$ cat config.mk
export PLATFORM = sky130hd
export DESIGN_NAME = env_ctrl_multi_flat
export DESIGN_NICKNAME = d
export VERILOG_FILES = /design/src/rtl/env_ctrl_multi_pkg.sv /design/src/rtl/env_ctrl_multi_if.sv /design/src/rtl/env_cmd_decode.sv /design/src/rtl/env_ctrl_multi.sv /design/src/flat_wrapper.sv
export SDC_FILE = /design/constraint.sdc
export NUM_CORES = 1
export LEC_CHECK = 0
export CAP_MARGIN = 25
export CORE_MARGIN = 5
export CORE_UTILIZATION = 64
export DETAILED_ROUTE_END_ITERATION = 12
export GPL_TIMING_DRIVEN = 0
export PLACE_DENSITY = 0.95
export REMOVE_ABC_BUFFERS = 1
export SLEW_MARGIN = 30
export SYNTH_ARGS = -nofsm -noshare
export SYNTH_HDL_FRONTEND = slang
export SYNTH_SLANG_ARGS = --single-unit
export TNS_END_PERCENT = 30
$ cat constraint.sdc
create_clock -name clk -period 4.6 [get_ports clk]
set_clock_uncertainty 0.05 [all_clocks]
set_input_delay 0.69 -clock clk [delete_from_list [all_inputs] [get_ports clk]]
set_output_delay 0.69 -clock clk [all_outputs]
set_load 0.1 [all_outputs]
$ cat src/rtl/env_ctrl_multi_pkg.sv
`default_nettype none
// +----------------------------------------------------------------------------+
// | Module      : env_ctrl_multi_pkg                                           |
// | Description : Shared FSM states, mode codes, ASCII command constants and    |
// |               the decoded-command record for the environment controller.   |
// | Revision    : 1.0                                                          |
// +----------------------------------------------------------------------------+
package env_ctrl_multi_pkg;

  typedef enum logic [1:0] {
    ST_IDLE   = 2'd0,
    ST_REQ    = 2'd1,
    ST_EVAL   = 2'd2,
    ST_REPORT = 2'd3
  } state_t;

  typedef enum logic [1:0] {
    MODE_AUTO      = 2'd0,
    MODE_FORCE_OFF = 2'd1,
    MODE_FORCE_ON  = 2'd2
  } mode_t;

  typedef enum logic [1:0] {
    OP_NONE = 2'd0,
    OP_HI   = 2'd1,
    OP_LO   = 2'd2,
    OP_MODE = 2'd3
  } op_t;

  localparam logic [7:0] c_ascii_h = 8'h48;
  localparam logic [7:0] c_ascii_l = 8'h4C;
  localparam logic [7:0] c_ascii_m = 8'h4D;
  localparam logic [7:0] c_ascii_0 = 8'h30;

  typedef struct packed {
    op_t        op;
    logic [2:0] ch;
    logic [7:0] value;
    logic       err;
  } cmd_t;

  function automatic logic is_digit(input logic [7:0] b);
    return (b >= 8'h30) && (b <= 8'h39);
  endfunction

endpackage
`default_nettype wire

$ cat src/rtl/env_ctrl_multi_if.sv
`default_nettype none
// +----------------------------------------------------------------------------+
// | Module      : env_ctrl_multi_if                                            |
// | Description : Sensor, UART and display/actuator signals of the controller. |
// | Revision    : 1.0                                                          |
// +----------------------------------------------------------------------------+
interface env_ctrl_multi_if #(
  parameter int N_CH = 2
);
  logic                 sense_req;
  logic                 sense_ready;
  logic [N_CH*8-1:0]    sample_vals;
  logic                 rx_valid;
  logic [7:0]           rx_cmd;
  logic [7:0]           rx_ch;
  logic [7:0]           rx_val0;
  logic [7:0]           rx_val1;
  logic                 tx_req;
  logic                 tx_done;
  logic [N_CH*8-1:0]    snapshot;
  logic                 frame_valid;
  logic [N_CH-1:0]      act;
  logic [1:0]           fault;
  logic                 cmd_err;

  // master is the controller; slave is the surrounding sensor/UART/display side
  modport master (
    output sense_req, tx_req, snapshot, frame_valid, act, fault, cmd_err,
    input  sense_ready, sample_vals, rx_valid, rx_cmd, rx_ch, rx_val0, rx_val1, tx_done
  );

  modport slave (
    input  sense_req, tx_req, snapshot, frame_valid, act, fault, cmd_err,
    output sense_ready, sample_vals, rx_valid, rx_cmd, rx_ch, rx_val0, rx_val1, tx_done
  );
endinterface
`default_nettype wire

$ cat src/rtl/env_cmd_decode.sv
`default_nettype none
// +----------------------------------------------------------------------------+
// | Module      : env_cmd_decode                                               |
// | Description : Combinational decode of a 4-byte ASCII command into          |
// |               {op, ch, value, err}; range checks against live thresholds   |
// |               are done by the owner of the threshold registers.            |
// | Revision    : 1.0                                                          |
// +----------------------------------------------------------------------------+
module env_cmd_decode
  import env_ctrl_multi_pkg::*;
#(
  parameter int N_CH = 2
) (
  input  logic [7:0] i_cmd,
  input  logic [7:0] i_ch,
  input  logic [7:0] i_val0,
  input  logic [7:0] i_val1,
  output cmd_t       o_dec
);

  logic [7:0] w_d0;
  logic [7:0] w_d1;
  logic       w_ch_ok;
  logic       w_dig0;
  logic       w_dig1;

  assign w_d0    = i_val0 - c_ascii_0;
  assign w_d1    = i_val1 - c_ascii_0;
  assign w_ch_ok = (i_ch >= c_ascii_0) && (i_ch < (c_ascii_0 + 8'(N_CH)));
  assign w_dig0  = is_digit(i_val0);
  assign w_dig1  = is_digit(i_val1);

  always_comb begin
    o_dec.op    = OP_NONE;
    o_dec.ch    = i_ch[2:0];  // '0'..'7' carry the index in their low bits
    o_dec.value = 8'd0;
    o_dec.err   = 1'b1;
    case (i_cmd)
      c_ascii_h, c_ascii_l: begin
        o_dec.op    = (i_cmd == c_ascii_h) ? OP_HI : OP_LO;
        o_dec.value = 8'(w_d0 * 8'd10) + w_d1;
        o_dec.err   = !(w_ch_ok && w_dig0 && w_dig1);
      end
      c_ascii_m: begin
        o_dec.op    = OP_MODE;
        o_dec.value = w_d1;
        o_dec.err   = !(w_ch_ok && w_dig1 && (w_d1 <= 8'd2));
      end
      default: ;
    endcase
  end

endmodule
`default_nettype wire

$ cat src/rtl/env_ctrl_multi.sv
`default_nettype none
// +----------------------------------------------------------------------------+
// | Module      : env_ctrl_multi                                               |
// | Description : Periodic sample / per-channel hysteresis / UART report       |
// |               controller with runtime-programmable thresholds and modes.   |
// | Revision    : 1.0                                                          |
// +----------------------------------------------------------------------------+
module env_ctrl_multi
  import env_ctrl_multi_pkg::*;
#(
  parameter int                N_CH     = 2,
  parameter int                INTERVAL = 1_000_000,
  parameter int                TIMEOUT  = 50_000,
  parameter logic [N_CH-1:0]   POLARITY = 2'b01,
  parameter logic [N_CH*8-1:0] DEF_LO   = {8'd10, 8'd0},
  parameter logic [N_CH*8-1:0] DEF_HI   = {8'd35, 8'd18}
) (
  input  logic              clk,
  input  logic              rst_n,
  env_ctrl_multi_if.master  bus
);

  localparam logic [31:0] c_interval_m1 = 32'(INTERVAL - 1);
  localparam logic [31:0] c_timeout_m1  = 32'(TIMEOUT - 1);
  localparam logic [2:0]  c_last_idx    = 3'(N_CH - 1);

  state_t            r_state;
  logic [31:0]       r_int_cnt;
  logic [31:0]       r_to_cnt;
  logic [2:0]        r_idx;
  logic              r_sense_req;
  logic              r_tx_req;
  logic              r_frame_valid;
  logic              r_cmd_err;
  logic [1:0]        r_fault;
  logic [N_CH*8-1:0] r_snapshot;
  logic [N_CH-1:0]   w_act;
  logic [N_CH-1:0]   w_range_err;
  cmd_t              w_dec;

  env_cmd_decode #(
    .N_CH (N_CH)
  ) u_dec (
    .i_cmd  (bus.rx_cmd),
    .i_ch   (bus.rx_ch),
    .i_val0 (bus.rx_val0),
    .i_val1 (bus.rx_val1),
    .o_dec  (w_dec)
  );

  always_ff @(posedge clk or negedge rst_n) begin
    if (!rst_n) begin
      r_state       <= ST_IDLE;
      r_int_cnt     <= 32'd0;
      r_to_cnt      <= 32'd0;
      r_idx         <= 3'd0;
      r_sense_req   <= 1'b0;
      r_tx_req      <= 1'b0;
      r_frame_valid <= 1'b0;
      r_fault       <= 2'b00;
      r_snapshot    <= '0;
    end else begin
      r_frame_valid <= 1'b0;
      case (r_state)
        ST_IDLE: begin
          if (r_int_cnt == c_interval_m1) begin
            r_state     <= ST_REQ;
            r_sense_req <= 1'b1;
            r_to_cnt    <= 32'd0;
          end else begin
            r_int_cnt <= r_int_cnt + 32'd1;
          end
        end
        ST_REQ: begin
          if (bus.sense_ready) begin
            r_snapshot  <= bus.sample_vals;
            r_fault[0]  <= 1'b0;
            r_sense_req <= 1'b0;
            r_idx       <= 3'd0;
            r_state     <= ST_EVAL;
          end else if (r_to_cnt == c_timeout_m1) begin
            // Sensor gave up: skip evaluation, keep last snapshot and actuators
            r_fault[0]    <= 1'b1;
            r_sense_req   <= 1'b0;
            r_tx_req      <= 1'b1;
            r_frame_valid <= 1'b1;
            r_to_cnt      <= 32'd0;
            r_state       <= ST_REPORT;
          end else begin
            r_to_cnt <= r_to_cnt + 32'd1;
          end
        end
        ST_EVAL: begin
          if (r_idx == c_last_idx) begin
            r_tx_req      <= 1'b1;
            r_frame_valid <= 1'b1;
            r_to_cnt      <= 32'd0;
            r_state       <= ST_REPORT;
          end else begin
            r_idx <= r_idx + 3'd1;
          end
        end
        ST_REPORT: begin
          if (bus.tx_done) begin
            r_fault[1] <= 1'b0;
            r_tx_req   <= 1'b0;
            r_int_cnt  <= 32'd0;
            r_state    <= ST_IDLE;
          end else if (r_to_cnt == c_timeout_m1) begin
            r_fault[1] <= 1'b1;
            r_tx_req   <= 1'b0;
            r_int_cnt  <= 32'd0;
            r_state    <= ST_IDLE;
          end else begin
            r_to_cnt <= r_to_cnt + 32'd1;
          end
        end
        default: r_state <= ST_IDLE;
      endcase
    end
  end

  always_ff @(posedge clk or negedge rst_n) begin
    if (!rst_n) begin
      r_cmd_err <= 1'b0;
    end else begin
      r_cmd_err <= bus.rx_valid && (w_dec.err || (|w_range_err));
    end
  end

  for (genvar i = 0; i < N_CH; i++) begin : g_ch
    logic [7:0] r_lo;
    logic [7:0] r_hi;
    logic [1:0] r_mode;
    logic       r_act;
    logic [7:0] w_val;
    logic [1:0] w_mode_nxt;
    logic       w_sel;
    logic       w_wr_hi;
    logic       w_wr_lo;
    logic       w_eval;

    assign w_val   = r_snapshot[8*i +: 8];
    assign w_sel   = bus.rx_valid && !w_dec.err && (w_dec.ch == 3'(i));
    assign w_wr_hi = w_sel && (w_dec.op == OP_HI) && (w_dec.value >= r_lo);
    assign w_wr_lo = w_sel && (w_dec.op == OP_LO) && (w_dec.value <= r_hi);
    assign w_range_err[i] = w_sel &&
                            (((w_dec.op == OP_HI) && (w_dec.value < r_lo)) ||
                             ((w_dec.op == OP_LO) && (w_dec.value > r_hi)));
    // Forced modes take effect on the same edge that stores the new mode
    assign w_mode_nxt = (w_sel && (w_dec.op == OP_MODE)) ? w_dec.value[1:0] : r_mode;
    assign w_eval     = (r_state == ST_EVAL) && (r_idx == 3'(i));

    always_ff @(posedge clk or negedge rst_n) begin
      if (!rst_n) begin
        r_lo   <= DEF_LO[8*i +: 8];
        r_hi   <= DEF_HI[8*i +: 8];
        r_mode <= MODE_AUTO;
        r_act  <= 1'b0;
      end else begin
        if (w_wr_hi) r_hi <= w_dec.value;
        if (w_wr_lo) r_lo <= w_dec.value;
        r_mode <= w_mode_nxt;
        if (w_mode_nxt == MODE_FORCE_OFF) begin
          r_act <= 1'b0;
        end else if (w_mode_nxt == MODE_FORCE_ON) begin
          r_act <= 1'b1;
        end else if (w_eval) begin
          if (POLARITY[i]) begin
            if (w_val > r_hi)      r_act <= 1'b1;
            else if (w_val < r_lo) r_act <= 1'b0;
          end else begin
            if (w_val < r_lo)      r_act <= 1'b1;
            else if (w_val > r_hi) r_act <= 1'b0;
          end
        end
      end
    end

    assign w_act[i] = r_act;
  end : g_ch

  assign bus.sense_req   = r_sense_req;
  assign bus.tx_req      = r_tx_req;
  assign bus.snapshot    = r_snapshot;
  assign bus.frame_valid = r_frame_valid;
  assign bus.act         = w_act;
  assign bus.fault       = r_fault;
  assign bus.cmd_err     = r_cmd_err;

endmodule
`default_nettype wire
$ cat src/flat_wrapper.sv
// flat-port wrapper written by rule: the top's interface ports become plain ports
module env_ctrl_multi_flat import env_ctrl_multi_pkg::*;
#(
  parameter int                N_CH     = 2,
  parameter int                INTERVAL = 1_000_000,
  parameter int                TIMEOUT  = 50_000,
  parameter logic [N_CH-1:0]   POLARITY = 2'b01,
  parameter logic [N_CH*8-1:0] DEF_LO   = {8'd10, 8'd0},
  parameter logic [N_CH*8-1:0] DEF_HI   = {8'd35, 8'd18}
)
  (clk, rst_n, bus_sense_req, bus_tx_req, bus_snapshot, bus_frame_valid, bus_act, bus_fault, bus_cmd_err, bus_sense_ready, bus_sample_vals, bus_rx_valid, bus_rx_cmd, bus_rx_ch, bus_rx_val0, bus_rx_val1, bus_tx_done);
  env_ctrl_multi_if #(.N_CH(N_CH)) bus_i ();
  input  logic clk;
  input  logic rst_n;
  output wire logic [$bits(bus_i.sense_req)-1:0] bus_sense_req;
  output wire logic [$bits(bus_i.tx_req)-1:0] bus_tx_req;
  output wire logic [$bits(bus_i.snapshot)-1:0] bus_snapshot;
  output wire logic [$bits(bus_i.frame_valid)-1:0] bus_frame_valid;
  output wire logic [$bits(bus_i.act)-1:0] bus_act;
  output wire logic [$bits(bus_i.fault)-1:0] bus_fault;
  output wire logic [$bits(bus_i.cmd_err)-1:0] bus_cmd_err;
  input wire logic [$bits(bus_i.sense_ready)-1:0] bus_sense_ready;
  input wire logic [$bits(bus_i.sample_vals)-1:0] bus_sample_vals;
  input wire logic [$bits(bus_i.rx_valid)-1:0] bus_rx_valid;
  input wire logic [$bits(bus_i.rx_cmd)-1:0] bus_rx_cmd;
  input wire logic [$bits(bus_i.rx_ch)-1:0] bus_rx_ch;
  input wire logic [$bits(bus_i.rx_val0)-1:0] bus_rx_val0;
  input wire logic [$bits(bus_i.rx_val1)-1:0] bus_rx_val1;
  input wire logic [$bits(bus_i.tx_done)-1:0] bus_tx_done;
  assign bus_sense_req = bus_i.sense_req;
  assign bus_tx_req = bus_i.tx_req;
  assign bus_snapshot = bus_i.snapshot;
  assign bus_frame_valid = bus_i.frame_valid;
  assign bus_act = bus_i.act;
  assign bus_fault = bus_i.fault;
  assign bus_cmd_err = bus_i.cmd_err;
  assign bus_i.sense_ready = bus_sense_ready;
  assign bus_i.sample_vals = bus_sample_vals;
  assign bus_i.rx_valid = bus_rx_valid;
  assign bus_i.rx_cmd = bus_rx_cmd;
  assign bus_i.rx_ch = bus_rx_ch;
  assign bus_i.rx_val0 = bus_rx_val0;
  assign bus_i.rx_val1 = bus_rx_val1;
  assign bus_i.tx_done = bus_tx_done;
  env_ctrl_multi #(.N_CH(N_CH), .INTERVAL(INTERVAL), .TIMEOUT(TIMEOUT), .POLARITY(POLARITY), .DEF_LO(DEF_LO), .DEF_HI(DEF_HI)) u_core (.clk(clk), .rst_n(rst_n), .bus(bus_i));
endmodule
# After elaboration in Yosys (flattened, before gate mapping)
# Index checks and enable logic that the tools add are counted.
# totals
in_bits,53
ramBits,0
register_bits,129
mem_bits_ro,0
latch_bits,0
mem_count,0
word_cells,185
output_inout_bits,24
# classes
shifts,0
mux,51
mul,1
n_eq_ne,28
bitwise_logic,0
n_lt_le_gt_ge,19
addsub,6
div,0
n_reduce_logical,61
# ops
operator,count
2-to-1 mux 32 bit,9
one-hot mux 32 bit (4 select lines),1
"adder 32 x 1 -> 32 bit, second input constant",2
one-hot mux 32 bit (2 select lines),1
"== test 32 x 16 -> 1 bit, second input constant",1
"== test 32 x 20 -> 1 bit, second input constant",1
greater-than comparator 8 bit,4
< comparator 8 bit,4
logical AND 1 bit,29
"== test 8 x 7 -> 1 bit, second input constant",3
"greater-or-equal comparator 8 x 6 -> 1 bit, second input constant",3
2-to-1 mux 1 bit,22
2-to-1 mux 2 bit,9
one-hot mux 9 bit (2 select lines),1
greater-or-equal comparator 8 bit,2
"less-or-equal comparator 8 x 6 -> 1 bit, second input constant",2
less-or-equal comparator 8 bit,2
"subtractor 8 x 6 -> 8 bit, second input constant",2
"!= test 2 bit, second input constant",7
"== test 2 bit, second input constant",6
AND reduction 2 bit,5
AND reduction 5 bit,2
nonzero test 2 bit,5
AND reduction 3 bit,3
other kinds (23),40

# Depth between registers and ports, before layout
# logic_depth
depth_word,14
ltp_mapped,16
mapped_depth_nobuf,16

# Modules after synthesis
# From an unflattened synthesis, not the netlist that was laid out.
# hier_totals
hier_cells,930
area_unflattened_um2,8907.3
# modules_own_cells
mod,instances,cells_each,area_each_um2,seq_area_each_um2
env_ctrl_multi,1,834,8142.8,3236.9
env_cmd_decode,1,96,764.5,0.0

# Least setup slack after synthesis
# OpenSTA, ideal clock, no wires.
# synth_timing
path_type,input to register
from,in bus_rx_val0[1]
to,reg u_core.g_ch[0].r_lo[0]
arrival_time_ns,4.465
setup_time_ns,0.125
path_buffers,0
stages,16
path_slack_ns,-0.039
required_time_ns,4.425
path_cell_list,ha_1 ha_1 fa_1 ha_1 o21a_1 o31a_1 o22ai_1 xnor2_1 o21ai_0 ha_1 nand2_1 or3_1 a2bb2oi_1 nand2_1 nor2_1 mux2_2
# synth_lines
element,line_no,source
start: declaration,flat_wrapper.sv:27,input wire logic [$bits(bus_i.rx_val0)-1:0] bus_rx_val0;
end signal: assignment,env_ctrl_multi.sv:156,r_lo <= DEF_LO[8*i +: 8];
end signal: assignment,env_ctrl_multi.sv:162,if (w_wr_lo) r_lo <= w_dec.value;
end: declaration,env_ctrl_multi.sv:132,logic [7:0] r_lo;

==> summary.md <==
| Metric | Value |
|---|---|
| Outcome | `finished with violations` |
| Failing checks | `negative setup slack` |
| YS warnings | `0` |
| DP Cell Count | `around 1,200` |
| Final worst path period need | `about 5200 ps` |
| Sequential-to-total area share from yosys stat | `0.361` |
| Critical path required time | `between 4000 and 5000 ps` |
| WHS | `101 ps` |
| GP Congestion | `between 0.8 and 0.9` |
| CP max FO | `6` |
| Total Routed Length | `between 30,000 and 40,000 um` |
| Synth unique cells | `81` |
| Hold_buf cts | `0` |
| CTS Root Cell | `clkbuf_16` |
| Pwr dens | `about 260 nW/um2` |
| DP HPWL | `between 15,000 and 20,000 um` |
| Initial antenna violation count | `2` |
| FFs w/ async S/R, synth | `1.00` |
| GR Util All Layers | `0.332` |
| Synthesized area | `roughly 9000 um2` |
| Post-route setup TNS | `-9440 ps` |
| Pre-CTS WS | `-1440 ps` |
| Final nets | `between 1,000 and 1,500` |
| Largest net degree at the start of global routing | `between 80 and 90` |
| Global-route wire length before repair | `about 44,000 um` |
| TritonCTS clock tree | `done` |
| Residual DRC count | `0` |
| Total grt overflow | `0` |
| Share of layout cells above drive strength 1 | `0.162` |
| Initial Util | `0.649` |
| Vias in the first global route | `~8,600` |
| Clock latency on the worst-skew pair | `between 400 and 500 ps` |
| Hold/Removal Path Class | `in -> async` |
| TritonCTS buffer count | `17` |
| Max Fclk | `194 MHz` |
| Leakage Power | `between 4 and 5 nW` |
| CTS H-tree lvls | `4` |
| Vias | `9,065` |
| Routed length per instance | `between 20 and 30 um` |
| RSZ-0062 raised after global routing | `true` |
| Core area | `between 10,000 and 15,000 um2` |
| Top Ports | `between 70 and 80` |
| Clock Sinks | `around 130` |
| Drt first pass iters | `7` |
| Row cnt | `43` |
| P&R area growth vs syn | `21.6%` |
| Actual slew at the worst max-slew pin | `around 1300 ps` |
| Pins Over Slew Limit | `0` |
| Clk buf depth | `2` |
| Detail Route Antenna Nets | `0` |
| Critical path class | `in -> reg` |
| Die ar. | `16,500 um2` |
| Util after Layout | `0.789` |
| Max VDD drop | `between 0.2 and 0.3 mV` |
| Placed inst area | `roughly 10000 um2` |
| Iteration-0 DRC Markers | `approximately 1,300` |
| Number of synthesized flops with an enable pin | `0` |
| WP data arrival | `5430 ps` |
| Final Hold Vio Count | `0` |
| Max-Cap Viols | `0` |
| Worst-path clk slew | `~60 ps` |
| Worst slew margin | `0.132` |
| Fin cells | `1,209` |
| Total power | `roughly 2.9 mW` |
| Final worst slack | `-563 ps` |
| Port bufs | `76` |
| Most used DFF post-synth | `dfrtp_1` |
| Final setup viols | `33` |
| Seq cells post-synth | `between 100 and 150` |
| Die W | `between 100 and 150 um` |
| Crit share post-route | `1.12` |
| Vias per cell | `about 7.5` |
| Startpoint types | `input pin` |
| Synthesized area per cell | `~9.6 um2` |
| Fin area | `about 11,000 um2` |
| Height of the die | `128 um` |
| Cells after Synth | `~940` |
| Critical Path End Type | `register` |
## cells by family (layout without fill, tap and decap cells)
family          count (synthesis)  in the layout  share of synthesized area
simple gates                  330            330                      0.201
compound gates                198            198                      0.162
flops                         129            129                      0.361
buf+inv                        98            191                     0.0434
fa+ha+maj                      93             93                      0.131
mux                            60             60                     0.0742
xor+xnor                       27             27                     0.0279
other cells                     0              1                          0
## registers in the layout, summed over array words and instances, names as in the netlist, 2 cells and up
signal               flops
u_core.r_int_cnt        32
u_core.r_state           2
u_core.r_idx             3
u_core.g_ch.r_mode       4
u_core.r_to_cnt         32
u_core.bus.fault         2
u_core.g_ch.r_hi        16
u_core.g_ch.r_act        2
u_core.bus.snapshot     16
u_core.g_ch.r_lo        16
## where the power goes
group	total [mW]	internal (mW)	leakage [nW]	switching, mW
Clock	1.44	0.911	0.297	0.530
Sequential	1.14	1.14	1.66	0.000100
Combinational	0.282	0.128	2.59	0.154
## worst max-delay path: stages
cell	delay, ps
clkdlybuf4s50_1	450
ha_2	210
ha_2	190
fa_2	420
xor2_1	200
ha_1	240
or2_2	300
o22ai_2	140
xnor2_2	120
o21ai_4	310
ha_4	300
a21oi_1	270
o21ai_0	450
a2bb2oi_4	370
nand2_2	140
nor2_4	240
mux2_2	370
## synthesized netlist by cell type (5+ instances only)
library cell	n	share of area
dfrtp_1	122	0.34
nand4_1	39	0.027
and3_1	11	0.0077
nor3_1	9	0.0050
nor4_1	29	0.020
a211oi_1	18	0.015
inv_1	66	0.028
nor2b_1	10	0.0070
nand2b_1	6	0.0042
mux2i_1	8	0.0089
or3_1	10	0.0070
o21ai_0	36	0.020
a21oi_1	42	0.023
nand2_1	74	0.031
and2_1	9	0.0063
buf_2	8	0.0045
clkbuf_1	20	0.0084
nand3_1	35	0.020
nor4b_1	6	0.0059
nor2_1	53	0.022
dfstp_2	7	0.021
o31ai_1	8	0.0067
o211ai_1	6	0.0050
o311ai_0	8	0.0078
a311o_1	7	0.0078
mux2_2	52	0.065
ha_1	91	0.13
o21a_1	8	0.0067
o221ai_1	5	0.0049
a21o_1	9	0.0075
xnor2_1	23	0.022
or4_1	10	0.0084
## cell type report
class                      count  area [um2]
antenna                        1        2.50
clock buffer                  24         492
clock inverter                 8         128
fill                         687        2920
inverter                      67         253
multi-input combinational    708        5590
sequential                   129        3240
tap                          180         225
timing repair buffer          92         981
## per-layer routing
layer,global-route usage,vias to the layer above,share of wire
met2,0.554,827,0.45
met5,0,-,0.0014
met4,0.185,2,0.087
li1,-,3684,-
met1,0.394,4240,0.34
met3,0.0805,312,0.11
## timing repair
action                                  CTS  global route
buffers inserted                          4             7
endpoints found under the setup margin   33            34
pin swaps                                 8            14
resized for setup                        18            26
## worst paths after layout
path | start | end | slack [ps] | cells after the start
worst max-delay path | bus_rx_val0[0] | u_core.g_ch[0].r_lo[4] | -560 | 17
worst min-delay path | rst_n | u_core.g_ch[0].r_hi[5] | 100 | 1
worst max register to register | u_core.r_to_cnt[5] | u_core.r_int_cnt[30] | 1030 | 7
worst min register to register | u_core.bus.fault[0] | u_core.bus.fault[0] | 470 | 2
max in group asynchronous | rst_n | u_core.g_ch[1].r_hi[5] | 3620 | 2
min in group clk | u_core.bus.fault[0] | u_core.bus.fault[0] | 470 | 2
## cell usage in the layout, fill, tap and decap left out, types with 6 or more instances in the layout
cell             instances
a21o_1                   8
or3_1                    9
nand2b_1                 6
and2_1                   8
mux2i_1                  8
clkbuf_16               17
and3_1                  11
buf_4                    9
ha_1                    84
o31ai_1                  8
o311ai_0                 8
or4_1                   10
nor3_1                   8
o211ai_1                 6
nand2_1                 71
nand4_1                 39
xnor2_1                 22
nor4_1                  26
a311o_1                  7
nand3_1                 35
a21oi_1                 39
inv_1                   66
mux2_2                  51
nor2b_1                 10
o21a_1                   8
o21ai_0                 34
clkdlybuf4s50_1         71
nor2_1                  51
dfrtp_1                122
dfstp_2                  7
a211oi_1                17
No activity file was read; power rests on OpenSTA's default activity.
